File: src/rtl/risc_ctrl.sv
// Eight-phase fetch/execute sequencer for the 8-bit accumulator machine.
// Phase state is registered; all strobes decode combinationally from it.
module risc_ctrl (
   input  logic       clk,
   input  logic       rst,
   input  logic [2:0] opcode,
   input  logic       zero,
   input  logic       mem_ready,
   input  logic       go,
   output logic [2:0] phase,
   output logic       sel,
   output logic       rd,
   output logic       ld_ir,
   output logic       inc_pc,
   output logic       halt,
   output logic       ld_pc,
   output logic       data_e,
   output logic       ld_ac,
   output logic       wr
);

   typedef enum logic [2:0] {
      INST_ADDR, INST_FETCH, INST_LOAD, IDLE,
      OP_ADDR, OP_FETCH, ALU_OP, STORE
   } phase_e;

   typedef enum logic [2:0] {
      OP_HLT, OP_SKZ, OP_ADD, OP_AND, OP_XOR, OP_LDA, OP_STO, OP_JMP
   } opcode_e;

   phase_e state, state_nxt;
   logic   entry;      // first cycle of the current phase visit
   logic   halted;
   logic   alu_op, is_sto, is_jmp, is_hlt, is_skz;

   always_comb begin
      alu_op = (opcode == OP_ADD) || (opcode == OP_AND) ||
               (opcode == OP_XOR) || (opcode == OP_LDA);
      is_sto = (opcode == OP_STO);
      is_jmp = (opcode == OP_JMP);
      is_hlt = (opcode == OP_HLT);
      is_skz = (opcode == OP_SKZ);
   end

   // NOTE: every output gets a default before the case so no path leaves a
   // signal unassigned, which would otherwise infer a latch.
   always_comb begin
      sel    = 1'b0;
      rd     = 1'b0;
      ld_ir  = 1'b0;
      inc_pc = 1'b0;
      halt   = 1'b0;
      ld_pc  = 1'b0;
      data_e = 1'b0;
      ld_ac  = 1'b0;
      wr     = 1'b0;
      unique case (state)
         INST_ADDR:  sel = 1'b1;
         INST_FETCH: begin sel = 1'b1; rd = 1'b1; end
         INST_LOAD:  begin sel = 1'b1; rd = 1'b1; ld_ir = entry; end
         IDLE:       begin sel = 1'b1; rd = 1'b1; end
         OP_ADDR:    begin inc_pc = entry; halt = halted; end
         OP_FETCH:   rd = alu_op;
         ALU_OP: begin
            rd     = alu_op;
            inc_pc = entry && is_skz && zero;
            ld_pc  = entry && is_jmp;
            data_e = is_sto;
         end
         STORE: begin
            rd     = alu_op;
            ld_ac  = entry && alu_op;
            ld_pc  = entry && is_jmp;
            data_e = is_sto;
            wr     = is_sto;
         end
         default: ;
      endcase
   end

   // Memory stalls and halt hold the phase; otherwise advance with 7->0 wrap.
   always_comb begin
      state_nxt = phase_e'(state + 3'd1);
      unique case (state)
         INST_FETCH: if (!mem_ready) state_nxt = state;
         OP_ADDR: begin
            if (halted)
               state_nxt = go ? OP_FETCH : OP_ADDR;
            else if (entry && is_hlt)
               state_nxt = OP_ADDR;
         end
         OP_FETCH:   if (alu_op && !mem_ready) state_nxt = state;
         STORE:      if (is_sto && !mem_ready) state_nxt = state;
         default: ;
      endcase
   end

   // NOTE: sequential state uses non-blocking assignments so every register
   // samples the pre-edge values regardless of statement order.
   always_ff @(posedge clk or posedge rst) begin
      if (rst) begin
         state  <= INST_ADDR;
         entry  <= 1'b1;
         halted <= 1'b0;
      end else begin
         state <= state_nxt;
         entry <= (state_nxt != state);
         if (state == OP_ADDR && entry && is_hlt && !halted)
            halted <= 1'b1;
         else if (halted && go)
            halted <= 1'b0;
      end
   end

   assign phase = state;

endmodule

File: config.mk
export PLATFORM = sky130hd
export DESIGN_NAME = risc_ctrl
export DESIGN_NICKNAME = d
export VERILOG_FILES = /design/src/rtl/risc_ctrl.sv
export SDC_FILE = /design/constraint.sdc
export NUM_CORES = 1
export LEC_CHECK = 0
export ABC_CLOCK_PERIOD_IN_PS = 6100
export CAP_MARGIN = 30
export CORE_MARGIN = 4
export CORE_UTILIZATION = 55
export DETAILED_ROUTE_END_ITERATION = 6
export DONT_BUFFER_PORTS = 1
export HOLD_SLACK_MARGIN = 0.03
export PLACE_DENSITY = 0.81
export SETUP_SLACK_MARGIN = 0.02
export SLEW_MARGIN = 30
export SYNTH_ARGS = -nofsm -noshare
export SYNTH_HDL_FRONTEND = slang
export SYNTH_SLANG_ARGS = --single-unit
File: constraint.sdc
create_clock -name clk -period 6.1 [get_ports clk]
set_input_delay 1.22 -clock clk [delete_from_list [all_inputs] [get_ports clk]]
set_output_delay 1.22 -clock clk [all_outputs]
set_load 0.01 [all_outputs]
==> impl_metrics.ini <==
[die]
core_area_mm2 = 0.00119
ios = 20
fp.dieH_um = 44.5
row_count = 12
die-area_mm2 = 0.00198
die-width_um = 44.5
start_util_pct = 61.8

[placement]
numPortBuffers = 0
gp_congestion = 0.884
postPlaceCellArea_um2 = 716
dpl.hpwl_um = 1430
post-place-ws_ps = 2920

[finish]
area_growth_pct = 1.19
layout-drive-gt1-share_pct = 9.47
regArea_um2 = 126
nFillCells = 102
nNetsFinal = 111
multi_input_area_um2 = 553
fin_area_um2 = 742
diodes = 0
utilization_pct = 62.6

[synth]
yosysMostFrequentCell = nor2_1
syn_area_per_cell_um2 = 7.56
yosysWarnings = 0
synthTopCellsByArea = dfrtp_1 (14%), ha_1 (12%), nor2_1 (5.6%)
ys_seq_area_share_pct = 17.2
synth_edf_count = 0
yosys.cell_types.count = 45
synthTopCellsByCount = nor2_1 (11), nand2_1 (8), ha_1 (7)
synth_nets = 112
yosys.area.top_type_share_pct = 13.7
synthCells = 97
synth_ff_type = dfrtp_1
synth_area_um2 = 733
yosys.area.top_type = dfrtp_1
asyncSetResetFlopFracSynth_pct = 100
yosys_register_bits = 5

[clock_tree]
path_clk_slew_ps = 40
cts.sinks = 5
clock_latency_ps = 240
cts_setup_buffers = 0
cts_tree = done
post_cts_resized = 0
cts_buffer_depth = 2
numCtsBuffers = 3
ctsHoldBuffers = 0
htreeDepth = 1
clock-root-buffer = clkbuf_4

[pwr]
p_leak_nw = 0.304
pwr_density_cell_mw_per_mm2 = 565
power.total_uw = 419
irDropWorstVdd_mv = 0.304

[sta]
rsz0062_at_grt = false
min_period_over_period_pct = 52.5
setup_slack_ps = 2900
final_hold_viol_count = 0
setup_viol = 0
max_freq_ghz = 0.312
worst_pin_slew_ps = 668
relSlewSlack_pct = 55.5
finalMaxSlewViolations = 0
setup_tns_ps = 0
clock_skew_ps = 2.34
period_needed_ps = 3200

[global_routing]
busiest_layer = met2
grt_max_degree = 21
grt_pass1_vias = 687
use_met1_pct = 29.1
grt_pass1_wl_um = 3220
use_met2_pct = 34.1
antenna_found_initial = 0
gr-total-overflow = 0
use_met3_pct = 5.69
grt_usage_pct = 21.4

[route]
vias_per_cell = 6.98
drt_pass1_iterations = 4
postRouteAntennaNets = 0
via_count = 761
drt-total-wl_um = 1850
wl_per_cell_um = 17.0
drcViolationCount = 0
first_iter_violations = 41

[hold_path]
hold_depth = 1
hp-class = flop to flop
hp-start = halted

[setup_path]
critical_path.max_fanout = 8
reg2reg_depth = 6
slowest_stage = xnor2_1
end_kind = output pin
max_stage_delay_ps = 330
setup.worst_path.start = opcode[2]
arrival_ps = 1980
worstSetupPathType = primary input to output pin
crit_chain = xnor2_1, o21ai_0, a21oi_1, nor2_1
cp.required_ps = 4880
r2r_start = phase[2]
cp-start-kind = primary input

[job]
maxCapViolations = 0

[outcome]
status = completed
==> report_power, final <==
group	switching, mW	total [mW]	internal (mW)
sequential	0.0420	0.0901	0.0481
clock	0.0131	0.0378	0.0247
combinational	0.170	0.291	0.122
==> layout by cell type (no fill, tap or decap), types with 2 or more instances in the layout <==
cell	count
nor2_1	11
nand2_1	8
ha_1	7
a21o_1	2
nand3b_1	3
a211oi_1	2
clkbuf_4	3
dfrtp_1	4
o31ai_1	3
inv_1	5
nor3_1	4
nand2b_1	2
o21bai_1	3
o21ai_0	4
a21oi_1	6
==> cell families after synthesis <==
family	share of synthesized area (%)
buffers and inverters	7.34
xor gates and xnor gates	1.19
adders and majority gates	11.9
muxes	1.37
and+or+nand+nor	31.1
DFF	17.2
AOI/OAI and AO/OA	29.9
==> routing by layer <==
metal	routed length, µm	part of all wire (%)
met5	0	0
met4	41	2.2
met1	746	40
met2	883	48
met3	179	9.7
==> worst max-delay path, delay by kind of cell <==
| kind | cells | cell delay (ps) |
|---|---|---|
| xor+xnor | 1 | 330 |
| compound gates | 2 | 340 |
| simple gates | 1 | 90 |
==> flip-flops by register name, summed over array words and instances, names as in the netlist <==
| name | cells |
|---|---|
| phase | 3 |
| halted | 1 |
| entry | 1 |
==> cell type report <==
cell class	instances	area share, %
multi-input combinational	81	74.5
inverter	5	2.53
clock buffer	4	3.54
sequential	5	17.0
tap	14	2.36
==> path summary, 6_finish.rpt <==
path / to / slack, ps
max: rd / 2900
min: halted / 510
max reg2reg: entry / 3530
min reg2reg: halted / 510
max in group asynchronous: entry / 5100
min in group asynchronous: phase[1] / 760
==> per-stage QoR <==
stage,hold slack [ps],instances
floorplan,479,97
global placement,513,105
detailed placement,516,105
CTS,517,109
global route,556,109
finish,514,109
No activity file was read; power rests on OpenSTA's default activity.
